$ cat src/rtl/mem_bus_arbiter.sv
// Two-master front end for a fixed-latency memory port: req/ack handshake, round-robin
// arbitration with a capped lock, and an address -> wait -> response access sequence.
module mem_bus_arbiter #(
  parameter int MEM_LATENCY = 1,
  parameter int LOCK_MAX    = 8
) (
  input  logic        clk,
  input  logic        rst,
  input  logic        m0_req,
  input  logic [31:0] m0_addr,
  input  logic [31:0] m0_wdata,
  input  logic        m0_we,
  input  logic [1:0]  m0_size,
  input  logic        m0_lock,
  output logic        m0_ack,
  output logic [31:0] m0_rdata,
  input  logic        m1_req,
  input  logic [31:0] m1_addr,
  input  logic [31:0] m1_wdata,
  input  logic        m1_we,
  input  logic [1:0]  m1_size,
  input  logic        m1_lock,
  output logic        m1_ack,
  output logic [31:0] m1_rdata,
  output logic [31:0] mem_address,
  output logic [31:0] mem_data_out,
  output logic        mem_write_enable,
  output logic [1:0]  mem_data_size,
  input  logic [31:0] mem_data_in,
  output logic        grant_id,
  output logic        busy
);

  localparam int CW = $clog2(MEM_LATENCY + 1);
  localparam int LW = $clog2(LOCK_MAX + 1);
  localparam logic [CW-1:0] CNT_INIT   = CW'(MEM_LATENCY);
  localparam logic [CW-1:0] CNT_ONE    = CW'(1);
  localparam logic [LW-1:0] LOCK_LIMIT = LW'(LOCK_MAX);
  localparam logic [LW-1:0] LOCK_ONE   = LW'(1);

  localparam logic [1:0] S_IDLE   = 2'd0;
  localparam logic [1:0] S_ACCESS = 2'd1;
  localparam logic [1:0] S_RESP   = 2'd2;

  logic [1:0]       state;
  logic [CW-1:0]    cnt;
  logic             last_grant;
  logic             prev_lock;
  logic [LW-1:0]    lock_cnt;

  logic [1:0]       req;
  logic [1:0][31:0] addr_v;
  logic [1:0][31:0] wdata_v;
  logic [1:0][1:0]  size_v;
  logic [1:0]       we_v;
  logic [1:0]       lock_v;
  logic             win;
  logic             lock_hit;

  assign req     = {m1_req, m0_req};
  assign addr_v  = {m1_addr, m0_addr};
  assign wdata_v = {m1_wdata, m0_wdata};
  assign size_v  = {m1_size, m0_size};
  assign we_v    = {m1_we, m0_we};
  assign lock_v  = {m1_lock, m0_lock};
  assign busy    = (state != S_IDLE);

  // A locked owner keeps the port until LOCK_MAX extra grants; then one round-robin decision.
  always_comb begin
    lock_hit = prev_lock && req[last_grant] && (lock_cnt < LOCK_LIMIT);
    if (lock_hit)     win = last_grant;
    else if (&req)    win = ~last_grant;
    else              win = req[1];
  end

  always_ff @(posedge clk or posedge rst) begin
    if (rst) begin
      state            <= S_IDLE;
      cnt              <= '0;
      last_grant       <= 1'b1;
      prev_lock        <= 1'b0;
      lock_cnt         <= '0;
      mem_address      <= '0;
      mem_data_out     <= '0;
      mem_write_enable <= 1'b0;
      mem_data_size    <= 2'b10;
      grant_id         <= 1'b0;
      m0_ack           <= 1'b0;
      m1_ack           <= 1'b0;
      m0_rdata         <= '0;
      m1_rdata         <= '0;
    end else begin
      m0_ack <= 1'b0;
      m1_ack <= 1'b0;
      case (state)
        S_IDLE: begin
          if (|req) begin
            mem_address      <= addr_v[win];
            mem_data_out     <= wdata_v[win];
            mem_write_enable <= we_v[win];
            mem_data_size    <= size_v[win];
            grant_id         <= win;
            last_grant       <= win;
            prev_lock        <= lock_v[win];
            lock_cnt         <= lock_hit ? lock_cnt + LOCK_ONE : '0;
            cnt              <= CNT_INIT;
            state            <= S_ACCESS;
          end
        end
        S_ACCESS: begin
          cnt <= cnt - CNT_ONE;
          if (cnt == CNT_ONE) begin
            // write enable still reflects the access type here; reads capture data
            if (!mem_write_enable) begin
              if (grant_id) m1_rdata <= mem_data_in;
              else          m0_rdata <= mem_data_in;
            end
            if (grant_id) m1_ack <= 1'b1;
            else          m0_ack <= 1'b1;
            mem_write_enable <= 1'b0;
            state            <= S_RESP;
          end
        end
        S_RESP:  state <= S_IDLE;
        default: state <= S_IDLE;
      endcase
    end
  end

endmodule
$ cat config.mk
export PLATFORM = sky130hd
export DESIGN_NAME = mem_bus_arbiter
export DESIGN_NICKNAME = d
export VERILOG_FILES = /design/src/rtl/mem_bus_arbiter.sv
export SDC_FILE = /design/constraint.sdc
export NUM_CORES = 1
export LEC_CHECK = 0
export BUFFER_PORTS_ARGS = -buffer_cell sky130_fd_sc_hd__buf_2
export CAP_MARGIN = 20
export CELL_PAD_IN_SITES_DETAIL_PLACEMENT = 2
export CELL_PAD_IN_SITES_GLOBAL_PLACEMENT = 2
export CORE_ASPECT_RATIO = 0.7
export CORE_UTILIZATION = 30
export CTS_CLUSTER_SIZE = 40
export DETAILED_ROUTE_END_ITERATION = 8
export PLACE_DENSITY = 0.87
export SLEW_MARGIN = 20
export SYNTH_ARGS = -nofsm -noshare
export SYNTH_HDL_FRONTEND = slang
export SYNTH_SLANG_ARGS = --single-unit
$ cat constraint.sdc
create_clock -name clk -period 7.6 [get_ports clk]
set_clock_uncertainty 0.1 [all_clocks]
set_input_delay 0.76 -clock clk [delete_from_list [all_inputs] [get_ports clk]]
set_output_delay 0.76 -clock clk [all_outputs]
set_load 0.1 [all_outputs]
---- Word-level counts from Yosys, hierarchy flattened ----
Cells that the tools add are included.
operators by class
  order comparisons ....................... 3
  equality and inequality tests ........... 3
  bitwise logic cells ..................... 3
  muxes and demuxes ....................... 29
  $add $sub $neg .......................... 2
  reduce and logical (&&, ||, !) cells .... 13
operators with widths
  operator               number
  $mux W32               4
  $mux W1                17
  $mux W2                4
  $reduce_and A2 Y1      4
  $reduce_and A4 Y1      2
  $add A4 B1 Y4 const B  1
  $lt A1 B2 Y1 const B   2
  $lt A4 B4 Y1 const B   1
  $mux W4                1
  $ne A2 B2 Y1 const B   2
  $pmux W1 S2            2
  $pmux W2 S2            1
  $reduce_bool A2 Y1     2
  $not A1 Y1             3
  $reduce_and A3 Y1      1
  $eq A2 B1 Y1 const B   1
  $logic_and A1 B1 Y1    2
  $logic_not A2 Y1       1
  $reduce_or A2 Y1       1
  $sub A1 B1 Y1 const B  1
storage, ports and cells
  bits of input ports ..................... 172
  flip-flop bits (word level) ............. 143

---- Depth between registers and ports, before layout ----
  word-level depth ........................ 9
  depth in mapped cells ................... 6
  depth with buffers taken out ............ 4

---- Worst setup path before layout ----
OpenSTA, ideal clock, no wires.
  kind .................................... flip-flop to flip-flop
  from .................................... reg grant_id
  to ...................................... reg m1_rdata[0]
  setup slack ............................. 5322 ps
  setup time .............................. 125 ps
  arrival time ............................ 2052 ps
  clock period less this slack ............ 2278 ps
  stages on the path, launching flop included .. 6
  buffers on the path ..................... 2
  data required time ...................... 7375 ps
  cells stage by stage .................... dfrtp_1 inv_1 or3_1 buf_2 buf_6 mux2_4
between the ends
  word-level cells in the longest chain between the ends .. 1
ends and longest elaborated chain
  element                      line  RTL
  from (decl)                  30    output logic grant_id,
  from (signal assigned)       102   grant_id <= win;
  $reduce_and A4 Y1 (no line)  -
  to (signal assigned)         115   if (grant_id) m1_rdata <= mem_data_in;
  to (decl)                    24    output logic [31:0] m1_rdata,
No other way between the ends.
A chain may end at the register's enable or synchronous reset.

---- Final worst setup path ----
  from .................................... reg state[0]
  to ...................................... reg mem_address[25]
between the ends
  word-level cells in the longest chain between the ends .. 2
ends and longest elaborated chain
  element                      line  RTL
  from (decl)                  45    logic [1:0] state;
  from (signal assigned)       78    state <= S_IDLE;
  from (signal assigned)       107   state <= S_ACCESS;
  from (signal assigned)       121   state <= S_RESP;
  $logic_not A2 Y1             95    case (state)
  $reduce_and A2 Y1 (no line)  -
  to (signal assigned)         98    mem_address <= addr_v[win];
  to (decl)                    25    output logic [31:0] mem_address,
No other way between the ends.

==> metrics.cfg <==
[drt]
ant_nets = 0
first_iter_violations = 119
drt_first_pass_iters = 4
drc = 0
detail_route.vias_per_cell = 4.61
wl_per_cell_um = 18.4
vias = 4907
wl_mm = 19.6

[clock_network]
clockBufferDepth = 2
root_buffer = clkbuf_16
h-tree-depth = 4
numCtsBuffers = 17
cts_hold_buf = 0
cts.clk_slew.worst_paths_ps = 70
cts_tree = done
post_cts_resized = 0
insertion_delay_ps = 410
cts_setup_buffers = 0
clock_sinks = 143

[logic_synthesis]
yosysWarnings = 0
ys_ff_latch = 143
syn-cell-area_um2 = 6090
ys_async_sr_fraction_pct = 100
synth_edf_count = 0
syn_inst = 481
synth_fp_nets = 654
ys_seq_area_share_pct = 58.8
synth_ff_type = dfrtp_1
yosysUniqueCellTypes = 28
syn_area_per_cell_um2 = 12.7

[critical_path]
cp.arrival_ps = 2620
critPathMaxFanout = 111
worstPathRequired_ps = 7730
reg2reg_to = mem_address[25]$_DFFE_PP0P_
r2r_setup_slack_ps = 5120
r2r_start = state[0]$_DFFE_PP0P_
crit_start = state[0]$_DFFE_PP0P_
critPathKind = register to register
cp-endpoint = mem_address[25]$_DFFE_PP0P_
cpPeakStageDelay_ps = 860
path_cells = nor2_1 -> o21a_4 -> buf_4 -> a21oi_1
path_depth = 4
crit_family = buffers and inverters
startpoint_type = register
path_buf_inv = 1
end_kind = register
r2r_cells = 4
cp_slowest_cell = buf_4

[worst_hold_path]
min_path_type = register to register
hold_depth = 1

[timing]
rsz0062_at_grt = no
worstMarginPinSlew_ps = 1090
max_freq_ghz = 0.403
fin_crit_ps = 2480
slew_viol_final = 0
max_slew_margin_pct = 27.1
finalCritPeriodShare_pct = 32.7
finalSetupViolCount = 0
finalSetupTns_ps = 0
hold_violations = 0

[global_routing]
antenna_found_initial = 0
grt_pass1_vias = 5371
use_met3_pct = 5.71
grt_usage_pct = 18.8
grt-ovfl-total = 0
busiest_layer = met2
grt_first_pass_wirelength_mm = 29.6
grt_max_degree = 112
grtUsageMet1_pct = 21.4
grt_use_met2_pct = 33.7

[finish]
layout_commonest_cell = buf_2
drive_above_1_share_pct = 51.9
nNetsFinal = 954
fillers = 2070
layout_common_cells = buf_2, dfrtp_1, mux2i_1
area_growth_pct = 38.8
diodes = 0

[floorplanning]
start_util_pct = 30.7
core_area_um2 = 19900
die_area_um2 = 20900
fp.dieW_um = 172
die_h_um = 121
row_count = 43
pin_count = 307

[outcome]
outcome = finished, final reports clean

[placed_design]
port_buffers = 306
gp_congestion = 0.694
dp_hpwl_mm = 14.7

[flow_run]
drv_cap = 0

## stage by stage
step / hold slack (ps) / cells / setup slack, ps / util, % / instance area [µm²]
after detailed placement: 383 / 1032 / 4940 / 39.6 / 7860
after floorplan: 351 / 481 / 2910 / - / 6090
after global routing: 426 / 1064 / 4940 / 42.5 / 8450
final: 398 / 1064 / 5120 / 42.5 / 8450
after CTS: 401 / 1064 / 5100 / 42.5 / 8450
after global placement: 364 / 1032 / 5000 / 39.6 / 7860
## metal layers
metal  vias up  routed length, µm
li1       2269                  -
met1      2432               7850
met2       184              10100
met3        22               1290
met4         0                295
met5         -                  0
## cells by family (layout without fill, tap and decap cells)
group           after synthesis  in the layout  synth area share, %
simple gates                 90             90                 6.31
buf+inv                      36            349                 2.92
flops                       143            143                 58.8
mux                         135            135                 25.4
compound gates               76             76                 6.35
fa+ha+maj                     1              1                0.206
## worst min-delay path by stage
stage,startpoint,endpoint,slack (ps)
after floorplan,lock_cnt[2]$_DFFE_PP0P_,lock_cnt[2]$_DFFE_PP0P_,350
after global placement,m0_rdata[15]$_DFFE_PP0P_,m0_rdata[15]$_DFFE_PP0P_,360
after detailed placement,m0_rdata[15]$_DFFE_PP0P_,m0_rdata[15]$_DFFE_PP0P_,380
after CTS,m0_rdata[15]$_DFFE_PP0P_,m0_rdata[15]$_DFFE_PP0P_,400
after global routing,m0_rdata[20]$_DFFE_PP0P_,m0_rdata[20]$_DFFE_PP0P_,430
final,m0_rdata[15]$_DFFE_PP0P_,m0_rdata[15]$_DFFE_PP0P_,400
## cell type report
cell class	instances	area, µm²	area share [%]
clock buffer	17	425	5.04
tap	270	338	4.00
clock inverter	15	164	1.94
timing repair buffer	311	1570	18.6
sequential	143	3580	42.4
inverter	6	27.5	0.326
multi-input combinational	302	2340	27.7
## synthesized netlist by cell type, drive strengths merged (2+ instances only)
| cell type | n | area share (%) |
|---|---|---|
| dfrtp | 141 | 58 |
| mux2i | 71 | 12 |
| nor2 | 70 | 4.3 |
| a21oi | 68 | 5.6 |
| mux2 | 64 | 14 |
| buf | 21 | 2.0 |
| clkbuf | 9 | 0.56 |
| nand2 | 9 | 0.56 |
| inv | 6 | 0.37 |
| o21ai | 5 | 0.41 |
| nand3 | 3 | 0.25 |
| dfstp | 2 | 0.86 |
| nor2b | 2 | 0.21 |
| or3 | 2 | 0.21 |
## registers in the layout (all words and copies together), names as in the netlist
| signal | count |
|---|---|
| cnt | 1 |
| grant_id | 1 |
| last_grant | 1 |
| lock_cnt | 4 |
| m0_ack | 1 |
| m0_rdata | 32 |
| m1_ack | 1 |
| m1_rdata | 32 |
| mem_address | 32 |
| mem_data_out | 32 |
| mem_data_size | 2 |
| mem_write_enable | 1 |
| prev_lock | 1 |
| state | 2 |
## worst register-to-register path: stages, from the launching register on
cell	delay (ps)
dfrtp_1	430
nor2_1	250
o21a_4	380
buf_4	870
a21oi_1	280
Power is not shown: default switching activity piles up to over one toggle a cycle in this logic, so the estimate is an artifact.
